[config.mk]
export PLATFORM = sky130hd
export DESIGN_NAME = uart_tx_param
export DESIGN_NICKNAME = d
export VERILOG_FILES = /design/src/rtl/uart_pkg.sv /design/src/rtl/uart_tx_fifo.sv /design/src/rtl/uart_tx_param.sv
export SDC_FILE = /design/constraint.sdc
export NUM_CORES = 1
export LEC_CHECK = 0
export ABC_AREA = 1
export ABC_CLOCK_PERIOD_IN_PS = 3400
export CAP_MARGIN = 20
export CORE_UTILIZATION = 25
export CTS_BUF_LIST = sky130_fd_sc_hd__clkbuf_8 sky130_fd_sc_hd__clkbuf_16
export DETAILED_ROUTE_END_ITERATION = 12
export PLACE_DENSITY = 0.43
export SLEW_MARGIN = 20
export SYNTH_ARGS = -nofsm -noshare
export SYNTH_HDL_FRONTEND = slang
export SYNTH_SLANG_ARGS = --single-unit
[constraint.sdc]
create_clock -name clk -period 3.4 [get_ports clk]
set_input_delay 0.51 -clock clk [delete_from_list [all_inputs] [get_ports clk]]
set_output_delay 0.51 -clock clk [all_outputs]
set_load 0.1 [all_outputs]
[src/rtl/uart_pkg.sv]
// Shared constants for the parametrised UART transmitter: parity modes,
// FSM state encoding and the baud divider helper.
package uart_pkg;

  localparam int unsigned PAR_NONE = 0;
  localparam int unsigned PAR_ODD  = 1;
  localparam int unsigned PAR_EVEN = 2;

  localparam logic [2:0] IDLE  = 3'd0;
  localparam logic [2:0] START = 3'd1;
  localparam logic [2:0] DATA  = 3'd2;
  localparam logic [2:0] PAR   = 3'd3;
  localparam logic [2:0] STOP  = 3'd4;

  // Clock cycles per bit, rounded to nearest.
  function automatic int unsigned baud_ticks(input int unsigned clk_freq,
                                             input int unsigned baud);
    return (clk_freq + baud / 2) / baud;
  endfunction

endpackage

[src/rtl/uart_tx_fifo.sv]
// Synchronous show-ahead FIFO buffering words ahead of the UART shifter.
// DEPTH must be a power of two so the pointers wrap naturally.
module uart_tx_fifo #(
  parameter int unsigned WIDTH = 8,
  parameter int unsigned DEPTH = 16
) (
  input  logic                     clk,
  input  logic                     rst,
  input  logic                     wr_en,
  input  logic [WIDTH-1:0]         wr_data,
  input  logic                     rd_en,
  output logic [WIDTH-1:0]         rd_data,
  output logic                     full,
  output logic                     empty,
  output logic [$clog2(DEPTH):0]   level
);

  localparam int unsigned AW = $clog2(DEPTH);
  localparam int unsigned LW = AW + 1;

  logic [WIDTH-1:0] mem [DEPTH];
  logic [AW-1:0]    wr_ptr;
  logic [AW-1:0]    rd_ptr;
  logic             do_wr;
  logic             do_rd;

  assign full    = (level == LW'(DEPTH));
  assign empty   = (level == '0);
  assign do_wr   = wr_en & ~full;
  assign do_rd   = rd_en & ~empty;
  assign rd_data = mem[rd_ptr];

  always_ff @(posedge clk or posedge rst) begin
    if (rst) begin
      wr_ptr <= '0;
      rd_ptr <= '0;
      level  <= '0;
    end else begin
      if (do_wr) wr_ptr <= wr_ptr + AW'(1);
      if (do_rd) rd_ptr <= rd_ptr + AW'(1);
      level <= level + LW'(do_wr) - LW'(do_rd);
    end
  end

  // Storage needs no reset; the pointers define what is valid.
  always_ff @(posedge clk) begin
    if (do_wr) mem[wr_ptr] <= wr_data;
  end

endmodule

[src/rtl/uart_tx_param.sv]
// Parametrised UART transmitter (5..9 data bits, none/odd/even parity, 1/2 stop).
// Define UART_TX_FIFO_EN for a FIFO_DEPTH-word input FIFO instead of one holding register.
module uart_tx_param
  import uart_pkg::*;
#(
  parameter int unsigned CLK_FREQ   = 100_000_000,
  parameter int unsigned BAUD_RATE  = 115_200,
  parameter int unsigned DATA_BITS  = 8,
  parameter int unsigned PARITY     = 0,
  parameter int unsigned STOP_BITS  = 1,
  parameter int unsigned FIFO_DEPTH = 16
) (
  input  logic                          clk,
  input  logic                          rst,
  input  logic [DATA_BITS-1:0]          s_data,
  input  logic                          s_valid,
  output logic                          s_ready,
  output logic                          tx,
  output logic                          busy,
  output logic [$clog2(FIFO_DEPTH):0]   level
);

  localparam int unsigned BAUD_TICKS = baud_ticks(CLK_FREQ, BAUD_RATE);
  localparam int unsigned CNT_W      = (BAUD_TICKS > 1) ? $clog2(BAUD_TICKS) : 1;
  localparam int unsigned IDX_W      = $clog2(DATA_BITS + 1);
  localparam int unsigned LEVEL_W    = $clog2(FIFO_DEPTH) + 1;

  if (BAUD_TICKS < 2 || DATA_BITS < 5 || DATA_BITS > 9 || PARITY > 2 ||
      (STOP_BITS != 1 && STOP_BITS != 2)) begin : g_bad_cfg
    $error("uart_tx_param: illegal parameter combination");
  end

  logic                 push;
  logic                 pop;
  logic                 buf_empty;
  logic [DATA_BITS-1:0] buf_data;
  logic [LEVEL_W-1:0]   buf_level;
  logic [LEVEL_W-1:0]   level_nxt;

`ifdef UART_TX_FIFO_EN
  localparam int unsigned CAPACITY = FIFO_DEPTH;

  if ((FIFO_DEPTH < 2) || ((FIFO_DEPTH & (FIFO_DEPTH - 1)) != 0)) begin : g_bad_depth
    $error("uart_tx_param: FIFO_DEPTH must be a power of two >= 2");
  end

  logic fifo_full;

  assign push = s_valid & s_ready & ~fifo_full;

  uart_tx_fifo #(
    .WIDTH (DATA_BITS),
    .DEPTH (FIFO_DEPTH)
  ) u_fifo (
    .clk     (clk),
    .rst     (rst),
    .wr_en   (push),
    .wr_data (s_data),
    .rd_en   (pop),
    .rd_data (buf_data),
    .full    (fifo_full),
    .empty   (buf_empty),
    .level   (buf_level)
  );
`else
  localparam int unsigned CAPACITY = 1;

  logic                 hold_valid;
  logic [DATA_BITS-1:0] hold_data;

  assign push      = s_valid & s_ready;
  assign buf_empty = ~hold_valid;
  assign buf_data  = hold_data;
  assign buf_level = LEVEL_W'(hold_valid);

  // Single-entry holding register; s_ready keeps it from being overwritten.
  always_ff @(posedge clk or posedge rst) begin
    if (rst) begin
      hold_valid <= 1'b0;
      hold_data  <= '0;
    end else if (push) begin
      hold_valid <= 1'b1;
      hold_data  <= s_data;
    end else if (pop) begin
      hold_valid <= 1'b0;
    end
  end
`endif

  assign level     = buf_level;
  assign level_nxt = buf_level + LEVEL_W'(push) - LEVEL_W'(pop);

  logic [2:0]           state_q, state_d;
  logic [CNT_W-1:0]     cnt_q, cnt_d;
  logic [IDX_W-1:0]     idx_q, idx_d;
  logic [DATA_BITS-1:0] shift_q, shift_d;
  logic                 par_q, par_d;
  logic                 tick;
  logic                 tx_d;
  logic                 busy_d;
  logic                 s_ready_d;

  always_ff @(posedge clk or posedge rst) begin
    if (rst) begin
      state_q <= IDLE;
      cnt_q   <= '0;
      idx_q   <= '0;
      shift_q <= '0;
      par_q   <= 1'b0;
      tx      <= 1'b1;
      busy    <= 1'b0;
      s_ready <= 1'b1;
    end else begin
      state_q <= state_d;
      cnt_q   <= cnt_d;
      idx_q   <= idx_d;
      shift_q <= shift_d;
      par_q   <= par_d;
      tx      <= tx_d;
      busy    <= busy_d;
      s_ready <= s_ready_d;
    end
  end

  // Next state; tx is derived from the next state so the line changes on the pop edge.
  always_comb begin
    state_d   = state_q;
    cnt_d     = cnt_q;
    idx_d     = idx_q;
    shift_d   = shift_q;
    par_d     = par_q;
    pop       = 1'b0;
    tx_d      = 1'b1;
    tick      = (cnt_q == CNT_W'(BAUD_TICKS - 1));

    if (state_q != IDLE) cnt_d = tick ? '0 : cnt_q + CNT_W'(1);

    case (state_q)
      IDLE:  pop = ~buf_empty;
      START: if (tick) state_d = DATA;
      DATA: begin
        if (tick) begin
          shift_d = shift_q >> 1;
          if (idx_q == IDX_W'(DATA_BITS - 1)) begin
            idx_d   = '0;
            state_d = (PARITY != PAR_NONE) ? PAR : STOP;
          end else begin
            idx_d = idx_q + IDX_W'(1);
          end
        end
      end
      PAR:   if (tick) state_d = STOP;
      STOP: begin
        // idx doubles as the stop-bit counter.
        if (tick) begin
          if (idx_q == IDX_W'(STOP_BITS - 1)) begin
            state_d = IDLE;
            idx_d   = '0;
            pop     = ~buf_empty;
          end else begin
            idx_d = idx_q + IDX_W'(1);
          end
        end
      end
      default: state_d = IDLE;
    endcase

    if (pop) begin
      state_d = START;
      cnt_d   = '0;
      idx_d   = '0;
      shift_d = buf_data;
      par_d   = (PARITY == PAR_ODD) ? ~^buf_data : ^buf_data;
    end

    case (state_d)
      START:   tx_d = 1'b0;
      DATA:    tx_d = shift_d[0];
      PAR:     tx_d = par_d;
      default: tx_d = 1'b1;
    endcase

    busy_d    = (state_d != IDLE) | (level_nxt != '0);
    s_ready_d = (level_nxt < LEVEL_W'(CAPACITY));
  end

endmodule

* Word level (Yosys, flattened, before mapping) *
Index checks and enable logic that the tools add are counted.

cells by class
  add/subtract/negate cells = 4
  mux-type cells = 27
  bitwise logic cells = 2
  magnitude comparators = 1
  reduce and logical (&&, ||, !) cells = 13
  eq/ne operators = 11

operators by type and width
  kind                                                count
  2-to-1 mux 10 bit                                   3
  2-to-1 mux 8 bit                                    3
  2-to-1 mux 3 bit                                    7
  2-to-1 mux 4 bit                                    5
  case mux 3 bit (5 select lines)                     1
  == test 3 x 2 -> 1 bit, second input constant       4
  adder 10 x 1 -> 10 bit, second input constant       1
  == test 10 bit, second input constant               1
  nonzero test 3 bit                                  3
  case mux 4 bit (2 select lines)                     1
  nonzero test 2 bit                                  4
  XOR reduction 8 bit                                 1
  == test 3 x 1 -> 1 bit, second input constant       2
  != test 3 bit, second input constant                2
  < comparator 5 x 1 -> 1 bit, second input constant  1
  2-to-1 mux 1 bit                                    5
  nonzero test 5 bit                                  1
  adder 4 x 1 -> 4 bit, second input constant         1
  == test 4 x 3 -> 1 bit, second input constant       1
  logical NOT 4 bit                                   1
  == test 3 bit, second input constant                1
  logical NOT 3 bit                                   1
  case mux 1 bit (3 select lines)                     1
  AND reduction 3 bit                                 1
  other kinds (6)                                     6

word-level totals
  bits in registers = 38
  bits of input ports = 11
  output and inout port bits = 8

* Longest topological paths before layout *
Gate-level depths: netlist (run 1).

  depth in word-level cells = 7
  depth in mapped cells = 17

* Worst setup path after synthesis (run 1) *
OpenSTA, ideal clock, no wires.

  kind = register to register
  start = register idx_q[0]
  end = register busy
  cell stages (with the launch flop) = 18
  setup slack = 1.105 ns
  clock period less this slack = 2.295 ns
  arrival = 2.165 ns
  buffers on the path = 1
  cell sequence = dfrtp_1 > inv_1 > ha_1 > nand3_1 > nor2_1 > nand4_1 > nand2_1 > buf_6 > ha_1 > inv_1 > ha_1 > inv_1 > ha_1 > inv_1 > nor2_1 > nand2_1 > nor2_1 > nand3_1

between the ends
  word-level cells in the longest chain between the ends = 7

RTL lines
  item                                                                                       RTL line                                    RTL
  from (decl)                                                                                uart_tx_param.sv:95                         logic [IDX_W-1:0] idx_q, idx_d;
  from (signal assigned)                                                                     uart_tx_param.sv:116                        idx_q <= idx_d;
  logical NOT 4 bit / == test 4 x 3 -> 1 bit (equally long branches)                         uart_tx_param.sv:156, uart_tx_param.sv:144
  2-to-1 mux 1 bit (tied with other cells)                                                   uart_tx_param.sv:156                        if (idx_q == IDX_W'(STOP_BITS - 1)) begin
  2-to-1 mux 1 bit (tied with other cells)                                                   uart_tx_param.sv:155                        if (tick) begin
  case mux 1 bit (2 select lines) / case mux 3 bit (5 select lines) (equally long branches)  uart_tx_param.sv:138                        case (state_q)
  subtractor 2 x 1 -> 3 bit / 2-to-1 mux 3 bit (equally long branches)                       uart_tx_param.sv:91, uart_tx_param.sv:168
  nonzero test 5 bit / nonzero test 3 bit (equally long branches)                            uart_tx_param.sv:183                        busy_d = (state_d != IDLE) | (level_nxt != '0);
  bitwise OR 1 bit *                                                                         uart_tx_param.sv:183
  via busy_d                                                                                 uart_tx_param.sv:100                        logic busy_d;
  to (signal assigned)                                                                       uart_tx_param.sv:120                        busy <= busy_d;
  to (decl)                                                                                  uart_tx_param.sv:19                         output logic busy,

Mark *: on every way through the listed nets, which the timed path passes. The rest lies on a longest branch.
A chain may end at the register's enable or synchronous reset.

* Worst setup path in the final report (run 1) *
  start = register tx
  end = output port tx

RTL lines
  item                    RTL line              RTL
  from (decl)             uart_tx_param.sv:18   output logic tx,
  from (signal assigned)  uart_tx_param.sv:119  tx <= tx_d;

No word-level cell between the ends.

==> impl_summary.md, run 1 <==
Clock tree
The maximum root-to-sink buffer count is 2. The cell sitting at the root of the clock tree is a clkbuf_8. Clock latency on the worst-skew pair, taken at its later pin, is 290 ps.

The number of buffers added to fix hold violations after cts is 0. The number of levels the H-tree was split into is 2. TritonCTS built the clock tree. The number of post-CTS setup repair buffers is 0.

The total CTS buffers is 5. The count of instances resized after the clock tree is built is 0. Counting every sink on the clock net gives 38.

After clock tree synthesis, the clock-pin slew on the worst setup and hold paths is 80 ps.

Critical path
The arrival time reported for the critical path endpoint is 1940 ps. The startpoint of the most critical register-to-register path is idx_q[0]$_DFFE_PP0P_. In this run the worst path has a maximum fanout of 1. The slowest stage cell on the critical path is clkdlybuf4s50_1.

Traced cell by cell, the critical path runs through clkdlybuf4s50_1. The endpoint of the worst register-to-register path is busy$_DFF_PP0_. The critical path class is reg -> out. The sum of buffers and inverters on the critical path is 1. At the worst endpoint, the required time is 2890 ps. The family with the most delay on the worst path is buffers and inverters. On the worst path, the slowest cell contributes a delay of 1120 ps. The setup check on the worst reg-to-reg path leaves a slack of 1020 ps. In this run the number of cells on the critical path is 1. The nature of the critical path endpoint is an output port. The launching element type of the critical path is a register.

The number of cell instances on the worst register-to-register path is 16.

Power
IR analysis of the VDD net gives a maximum drop of 0.000351 V. In this run the static leakage power is roughly 1.3 nW. Power spread over the standard cell area amounts to 479 nW/um2.

Synth
The post-synthesis cell count is 307. The post-synthesis average cell area is 7.54 um2. The netlist uses 35 different library cells. The share of the Yosys chip area taken by registers is between 40% and 50%. In this run the cell area of the synthesized design comes to 2310 um2. Counting flops with an async set or reset pin after synthesis yields a share of 100%. The flop and latch count out of synthesis is 38.

For this run, the number of Yosys warnings is 0. Among all flip-flop cells after synthesis, the most frequent one is dfrtp_1. Yosys mapped a number of flops with a built-in enable equal to 0.

STA
Of the available clock period, the critical path in the final layout requires 71.9%. Setup total negative slack on the finished layout was measured at 0 ps. In this run the tightest slew margin relative to its limit is approximately a third. The number of hold-slack violations in the final timing report was 0.

The worst setup skew after layout is 6.46 ps. The count of final max-slew check failures is 0. For the pin with the worst max-slew slack, the measured transition is 970 ps. The shortest period the worst path allows is between 2000 and 2500 ps. The post-layout worst setup margin is about 950 ps. Timing would allow up to 409 MHz. Setup violations remaining at the end of the flow were counted as 0. Setup repair after global routing left no endpoint under its margin. On the final layout, the worst hold slack is 492 ps.

GRT
Entering global routing, the biggest net connects 39 pins. The number of antenna violations at the first check in global routing was 0. Global routing used between 10% and 20% of the available tracks across all layers.

The number of global-route vias before repair is 1778. After global routing the overflow that remains totals 0. The first-pass GRT wire length is between 8000 and 9000 um.

Place
The final weighted congestion in routability-driven placement is 0.758. At the placement stage, the worst setup path has a slack of 1000 ps. Detailed placement finished with a half-perimeter wire length of approximately 3700 um.

The count of buffers added on input and output ports is 14.

Layout
In the final design database the tool counted about 340 nets. The fraction of layout instances using a drive strength above 1 is 12.3%. From synthesis to final layout, the design area changed by 15.0%. 0 antenna diodes ended up in the layout.

The filler cells instantiated in the layout total 980.

Die
In this run the vertical extent of the chip is 98.2 um. For this configuration, the core starts out at a cell density of a little over a quarter. The number of rows in the core area is 34. The die covers 9650 um2. The placeable core region is a little under 9000 um2. The die is 98.2 um wide. 19 I/O pins were placed.

Route
The sum of routed wire length over all layers is 4910 um. The count of TritonRoute iterations in the first routing pass is 4. The routed wire length per instance is 11.3 um.

The remaining antenna violation count is 0. After the first detailed-routing iteration, the DRC count stood at 48. The remaining design rule violation count is 0. Summing over every cut layer, the via total after detailed routing is 1841. The detail-routed via count per cell is between 4 and 5.

Hold path
The min-delay analysis places its worst path in the category reg -> reg. The number of cells on the worst hold path is 2. The worst hold path terminates at shift_q[1]$_DFFE_PP0P_. In this run the most critical hold path is launched from shift_q[1]$_DFFE_PP0P_.

Run
The number of max-cap violations is 0.

Status
The run finished with clean final reports.
state kept, by name, indices dropped and copies added (netlist names):
signal / count
cnt_q: 10
hold_valid: 1
state_q: 3
shift_q: 8
idx_q: 4
s_ready: 1
tx: 1
par_q: 1
buf_data: 8
busy: 1
cells by family (layout without fill, tap and decap cells):
family                   Yosys count  count (layout)  synth area share (%)
AND/OR/NAND/NOR                  169             169                  35.6
buffers and inverters             60              76                  11.2
flip-flops                        38              38                  41.2
AO/OA/AOI/OAI                     30              30                  7.51
adder cells (fa/ha/maj)            6               6                  3.24
XOR/XNOR                           3               3                  1.14
other                              1               4                 0.162
cells in the mapped netlist (4+ instances only):
master   instances  share of area (%)
nand2_1         93                 15
inv_1           44                7.1
dfrtp_1         36                 39
nand3_1         24                5.2
nor2_1          22                3.6
o21ai_0         14                3.0
a21oi_1          7                1.5
inv_2            7                1.1
ha_1             6                3.2
buf_4            5                1.6
nand2_2          4                1.1
nor2_4           4                1.9
how the worst max path moves through the flow:
stage                                     from             end  slack [ps]
after floorplan           idx_q[0]$_DFFE_PP0P_  busy$_DFF_PP0_        1110
after global placement                 s_valid  busy$_DFF_PP0_        1100
after detailed placement               s_valid  busy$_DFF_PP0_        1000
after CTS                         tx$_DFF_PP1_              tx         940
final                             tx$_DFF_PP1_              tx         950
after global routing      idx_q[0]$_DFFE_PP0P_  busy$_DFF_PP0_         720
layout by cell type (no fill, tap or decap), types with 4 or more instances in the layout:
cell,n
inv_1,44
clkdlybuf4s50_1,12
clkbuf_8,5
a21oi_1,7
nand3_1,24
nand2_2,4
inv_2,7
o21ai_0,14
ha_1,6
nand2_1,93
buf_4,4
dfrtp_1,36
nor2_4,4
conb_1,4
nor2_1,22
metal layers:
layer | track usage (%) | up-vias | part of all wire, %
met5 | 0 | - | 0
met3 | 2.00 | 5 | 1.7
met2 | 17.0 | 17 | 42
met4 | 3.44 | 0 | 1.3
li1 | - | 988 | -
met1 | 17.0 | 831 | 55
area by class of cell:
cell class	instances	area (um2)	area share (%)
multi-input combinational	212	1110	41.8
sequential	38	953	35.8
inverter	52	195	7.33
timing repair buffer	16	150	5.64
tap	108	135	5.08
clock buffer	5	68.8	2.59
clock inverter	3	45.0	1.69
per-stage QoR:
step	area, um2	utilization (%)	total power, W	cells
6_report	2660	30.1	0.00127	434
5_1_grt	2660	30.1	0.00138	434
4_1_cts	2660	30.1	0.00130	434
3_5_place_dp	2550	28.8	0.000888	426
3_3_place_gp	2550	28.8	0.000884	426
2_1_floorplan	2330	-	0.000818	310
power breakdown:
part           switching, W  internal (W)  total [W]
combinational      0.000227     0.0000996   0.000326
sequential        0.0000447      0.000506   0.000550
clock              0.000179      0.000218   0.000397
tightest hold or removal path, cell delays in order (launching register included):
cell and delay [ps]:
dfrtp_1 350, nand2_1 50, nand3_1 50
No activity file was read; power rests on OpenSTA's default activity.
==> run 2: changes to the inputs <==
ABC_CLOCK_PERIOD_IN_PS = 2000   (was 3400)
PLACE_DENSITY = 0.44   (was 0.43)
clock period = 2 ns   (was 3.4 ns; I/O delays follow)
==> impl_summary.md, run 2 (same netlist as run 1, synthesis figures left out) <==
Place
The post-detailed-placement half-perimeter wirelength is 3950 um. After detailed placement, the total cell area comes to 2830 um2. The congestion estimate from routability-driven global placement came to approximately 0.76.

The number of placed instances, taps included is 455. OpenSTA, run right after detailed placement, puts the worst setup slack at -302 ps. During placement, the flow inserted port buffers numbering 14.

Layout
Leaving out filler cells and counting taps, the final layout contains 465. The net count of the finished layout is between 300 and 400. In the final layout, the share of cells above drive strength 1 is 24.6%. Leaving out fill and tap cells, the most frequent cell in the layout is nand2_1.

The area added between synthesis and finish is 28.6%. Once layout is done, the placed cells without fillers occupy 2980 um2. More flip-flops sit in one register than any other, and that register is cnt_q.

The number of fill cells is 952. The final antenna diode count is 0. The flip-flop count of the largest register after layout is 10. The multi-input combinational cells in the finished layout cover a total of 1200 um2. The area occupied by registers is 957 um2.

In the layout the commonest cells are 91 x nand2_1, 40 x inv_1, 36 x dfrtp_1.

Clock tree
The tree built by TritonCTS fans out to 38 sinks. Clock latency on the worst-skew pair, taken at its later pin, is approximately 280 ps. The clock tree from TritonCTS is done.

The total CTS buffers is 5. The maximum root-to-sink buffer count is 2. Clock-pin slew was measured on the worst setup and hold paths at 70 ps. The clock tree root driver cell is clkbuf_8. The clock tree synthesis step divided the H-tree into 2 levels.

Critical path
The sum of buffers and inverters on the critical path is 4. The slowest stage cell on the critical path is dfrtp_1. Data on the critical path arrives at its endpoint at 2290 ps. The worst setup path is launched from a register.

The highest cell delay on the worst timing path is 390 ps. For the worst setup path, the data required time is 2160 ps. In this run the worst path has a maximum fanout of 2.

The critical path goes through inv_2, ha_4, nand3_4, nor2_2, nand4_1, nand2_2, ha_4, inv_2, ha_4, inv_2, ha_4, inv_2, nor2_2, nand2_1, nor2_1, nand3_1. The nature of the critical path endpoint is a register. The family with the most delay on the worst path is simple AND/OR/NAND/NOR gates. The critical path is of the reg -> reg type.

The setup check on the worst reg-to-reg path leaves a slack of -130 ps.

STA
Setup repair after global routing could not meet its margin everywhere. The worst setup skew after layout is a little under 5 ps. The final-layout worst hold slack is 365 ps. The number of hold-slack violations in the final timing report is 0.

The count of final max-slew check failures is 0. The final count of negative-setup-slack endpoints is 1. The shortest period the worst path allows is 2130 ps. Once routing completed, OpenROAD measured the worst setup slack at -131 ps. The fraction of the cycle the final worst path needs is 107%. The maximum clock frequency is 469 MHz.

Route
The remaining antenna violation count is 0. The sum of routed wire length over all layers is 5040 um. The first routing iteration left approximately 70 violations. The remaining design rule violation count is 0.

Detailed routing inserted a total of slightly below 2000 vias. The count of TritonRoute iterations in the first routing pass is 4. Using the TritonRoute via totals, the vias-per-cell ratio works out to around 4.2.

The routed wire length per instance is between 10 and 15 um.

GRT
In the global route stage, met2 resource usage came out at 18.1%. The routing usage on met1 is 15.7%. The most crowded layer after global routing is met2. Entering global routing, the biggest net connects 22 pins. Summed over all layers, the global routing overflow is 0. The first-pass GRT wire length is 8770 um.

The global routing usage on met3 is around 2.4%. The number of global-route vias before repair is 1911. The overall track demand over capacity in global routing is 11.5%. The number of antenna violations at the first check in global routing is 0.

Die
For this configuration, the core starts out at a cell density of a little over a quarter. The top-level I/O count is 19. The die area is around 9600 um2.

The chip height is 98.2 um. Row generation in the floorplan step produced 34 rows. The placeable core region is 8850 um2.

Measured along the x axis, the die boundary spans 98.2 um.

Run
Max-cap violations in this run came to 0.

Hold path
The worst min-delay path category is in -> async.

Status
The flow ran to the end, but the final reports show violations. The final reports fail on negative setup slack.

Power
Dividing total power by cell area gives a power density of 709 nW/um2. Summed over all cells, the static leakage comes to 1.51 nW. Total power for the finished layout comes to around 0.0021 W. IR analysis of the VDD net gives a maximum drop of slightly below 0.0007 V.
-- run 2: path summary, 6_finish.rpt --
check,from,to,depth (start not counted)
worst max-delay path,idx_q[1]$_DFFE_PP0P_,busy$_DFF_PP0_,16
worst min-delay path,rst,shift_q[4]$_DFFE_PP0P_,3
worst max register to register,idx_q[1]$_DFFE_PP0P_,busy$_DFF_PP0_,16
worst min register to register,shift_q[2]$_DFFE_PP0P_,shift_q[2]$_DFFE_PP0P_,2
max in group asynchronous,rst,cnt_q[8]$_DFFE_PP0P_,3
min in group clk,shift_q[2]$_DFFE_PP0P_,shift_q[2]$_DFFE_PP0P_,2
-- run 2: worst min-delay path, stage by stage --
cell             delay [ps]
clkdlybuf4s50_1         400
inv_1                    80
buf_4                   250
-- run 2: per-stage QoR --
stage	utilization, %	setup TNS (ps)
2_1_floorplan	-	-233
3_3_place_gp	32.0	-277
3_5_place_dp	32.0	-421
4_1_cts	33.5	-135
5_1_grt	33.7	-368
6_report	33.7	-131
-- run 2: metal layers --
| layer | vias to the layer above | share of wire (%) |
|---|---|---|
| met5 | - | 0 |
| met4 | 0 | 1.1 |
| met3 | 4 | 2.6 |
| met2 | 21 | 45 |
| met1 | 890 | 51 |
| li1 | 1041 | - |
-- run 2: final cells by class --
type                            instances  area share (%)
Clock buffer                            6            2.77
Clock inverter                          2           0.294
Inverter                               52            6.55
Multi-Input combinational cell        212            40.2
Sequential cell                        38            32.1
Tap cell                              108            4.54
Timing Repair Buffer                   47            13.5
-- run 2: report_power, final --
part / switching (W) / total (W) / internal (W) / leakage [nW]
sequential: 0.0000740 / 0.000939 / 0.000865 / 0.445
combinational: 0.000408 / 0.000638 / 0.000230 / 1.02
clock: 0.000261 / 0.000534 / 0.000273 / 0.0524
-- run 2: what timing repair did --
item                       4_1_cts  5_1_grt
cloned                           0        0
setup endpoints to repair        2        2
hold buffers                     0        0
gates resized for setup          9        1
pin swaps                        6        2
setup buffers                    2        1
==> run 3: changes to the inputs <==
GPL_TIMING_DRIVEN = 0   (was not set)
==> impl_summary.md, run 3 (same netlist as run 1, synthesis figures left out) <==
STA
The worst path in the final design needs a cycle of 2240 ps, including I/O delays and setup. The headroom to the max-slew limit is 36.7%. In the finished design, the share of the clock period the worst path needs comes to 112%. For this run, the top clock speed supported by timing is 446 MHz. The final count of negative-setup-slack endpoints is 2. The worst setup skew after layout is 11.3 ps. Setup repair after global routing could not meet its margin everywhere. The count of final max-slew check failures is 0. Once routing completed, OpenROAD measured the worst setup slack at -240 ps.

At the pin with the least slew margin, the transition time is 954 ps. The final total negative setup slack is -380 ps. The number of hold-slack violations in the final timing report is 0.

Die
Pin placement for this block handled 19 I/O pins. The starting utilization of the core area is 26.2%. The number of rows in the core area is 34.

Measured along the x axis, the die boundary spans 98.2 um. The die is a little under 100 um tall. The die covers 9650 um2.

The region available for standard cell placement spans around 8800 um2.

Clock tree
The clock sink count is 38. The total CTS buffers is 5. After clock tree synthesis, the clock-pin slew on the worst setup and hold paths is 80 ps. The clock latency at the later pin of the worst-skew pair is 300 ps.

CTS built an H-tree with a depth of 2. The root buffer cell chosen for the clock tree is clkbuf_8. The clock tree from TritonCTS is done. Hold repair after CTS inserted 0 buffers.

In this run the deepest clock path goes through 2 buffers.

GRT
The aggregate global routing overflow is 0. Across every metal layer, demand over resource in global routing totals between 10% and 20%. The number of global-route vias before repair is 1979. The number of antenna violations at the first check in global routing was 0. Entering global routing, the biggest net connects 26 pins. The first global-routing pass estimated 9450 um of wire.

Critical path
The launching element type of the critical path is a register. The startpoint of the most critical register-to-register path is idx_q[0]$_DFFE_PP0P_. The critical path class is reg -> reg. The maximum net fanout on the critical path is 3. The arrival time reported for the critical path endpoint is approximately 2400 ps. At the worst endpoint, the required time is between 2000 and 2500 ps.

STA classifies the critical path endpoint as a register. The worst register-to-register path ends at busy$_DFF_PP0_. For flop-to-flop paths, the worst setup slack is -240 ps. The number of cell instances on the worst register-to-register path is 17.

Route
The iteration-0 DRC count of the detailed router is 63. The first detailed-routing pass ran for 4 iterations. The remaining design rule violation count is 0. Across all layers, the routed design uses 1969 vias. The routed wire length per instance is ~12 um.

The sum of routed wire length over all layers is 5340 um. The remaining antenna violation count is 0. Using the TritonRoute via totals, the vias-per-cell ratio works out to around 4.3.

Place
During placement, the flow inserted port buffers numbering 14. Once placement finished, the instance area stood at 2670 um2. The congestion estimate from routability-driven global placement came to 0.736. The post-detailed-placement half-perimeter wirelength is 3850 um. Prior to clock tree synthesis, the placed netlist has a worst setup slack of -594 ps.

Layout
The flip-flop count of the largest register after layout is 10. At the end of the flow the core is filled with cells to 33.8%. After routing the design area is 2990 um2. In the layout the commonest cells are 93 x nand2_1, 38 x inv_1, 30 x dfrtp_1. The total number of nets in the final design is 367. After filler insertion, the fill cell instance count of the layout stands at roughly 960.

The final antenna diode count is 0. The area added between synthesis and finish is 29.2%. The fraction of layout instances using a drive strength above 1 is roughly a quarter. More flip-flops sit in one register than any other, and that register is cnt_q. The most common library cell in the layout ignoring fill and taps is nand2_1.

Status
The run finished, with violations left. The checks that failed: negative setup slack.

Power
For this design the static power due to leakage is approximately 1.5 nW. The total power draw is 0.00222 W. The power density over the cells is about 740 nW/um2. The worst-case vdd ir drop is 0.000495 V.

Run
The number of max-cap violations is 0.

Hold path
The worst min-delay path category is in -> async.
run 3: cell count changes in the layout (fill, tap and decap cells not counted), moves of 3 or more:
| cell | change |
|---|---|
| buf_4 | -12 |
| buf_6 | +3 |
| dfrtp_1 | -6 |
| dfrtp_2 | +6 |
| nand3_1 | -3 |
run 3: final cells by class:
class / instances / area [um2] / area share [%]
Sequential cell: 38 / 965 / 32.2
Tap cell: 108 / 135 / 4.52
Buffer: 7 / 60.1 / 2.01
Clock inverter: 3 / 45.0 / 1.51
Timing Repair Buffer: 34 / 307 / 10.2
Multi-Input combinational cell: 212 / 1220 / 40.7
Clock buffer: 5 / 68.8 / 2.30
Inverter: 52 / 195 / 6.52
run 3: power breakdown:
part	total (W)	leakage, nW	internal [W]	switching (W)
Sequential	0.000939	0.437	0.000865	0.0000740
Combinational	0.000615	0.997	0.000211	0.000403
Clock	0.000668	0.0504	0.000371	0.000297
Total	0.00222	1.49	0.00145	0.000774
run 3: per-layer routing:
metal	share of wire, %	GRT usage, %	vias up	routed length (um)
met5	0	0	-	0
met1	50	17.0	906	2680
li1	-	-	1031	-
met2	46	19.8	27	2470
met3	2.4	2.43	5	130
met4	1.1	3.79	0	61
run 3: stage by stage:
| stage | std cells | hold WS (ps) |
|---|---|---|
| 6_report | 459 | 296 |
| 5_1_grt | 459 | 341 |
| 4_1_cts | 460 | 302 |
| 3_5_place_dp | 433 | 474 |
| 3_3_place_gp | 432 | 471 |
| 2_1_floorplan | 310 | 421 |
run 3: critical path: stages, from the launching register on:
cell,delay [ps]
dfrtp_1,400
inv_2,90
ha_4,140
nand3_4,70
nor2_1,90
nand4_1,120
nand2_1,120
buf_6,110
ha_4,190
inv_2,60
ha_4,110
inv_2,40
ha_4,250
inv_2,30
nor2_2,80
nand2_1,60
nor2_1,80
nand3_1,70
run 3: worst max-delay path by stage:
stage,start,endpoint,cells after the start
6_report,idx_q[0]$_DFFE_PP0P_,busy$_DFF_PP0_,17
5_1_grt,cnt_q[6]$_DFFE_PP0P_,busy$_DFF_PP0_,17
4_1_cts,idx_q[0]$_DFFE_PP0P_,busy$_DFF_PP0_,17
3_5_place_dp,cnt_q[3]$_DFFE_PP0P_,busy$_DFF_PP0_,16
3_3_place_gp,cnt_q[0]$_DFFE_PP0P_,busy$_DFF_PP0_,16
2_1_floorplan,cnt_q[3]$_DFFE_PP0P_,busy$_DFF_PP0_,16
run 3: repair_timing:
action                                  in CTS  in global routing
pin swaps                                    8                  2
resized for setup                           22                  4
setup buffers                               20                  3
endpoints found under the setup margin       6                  4
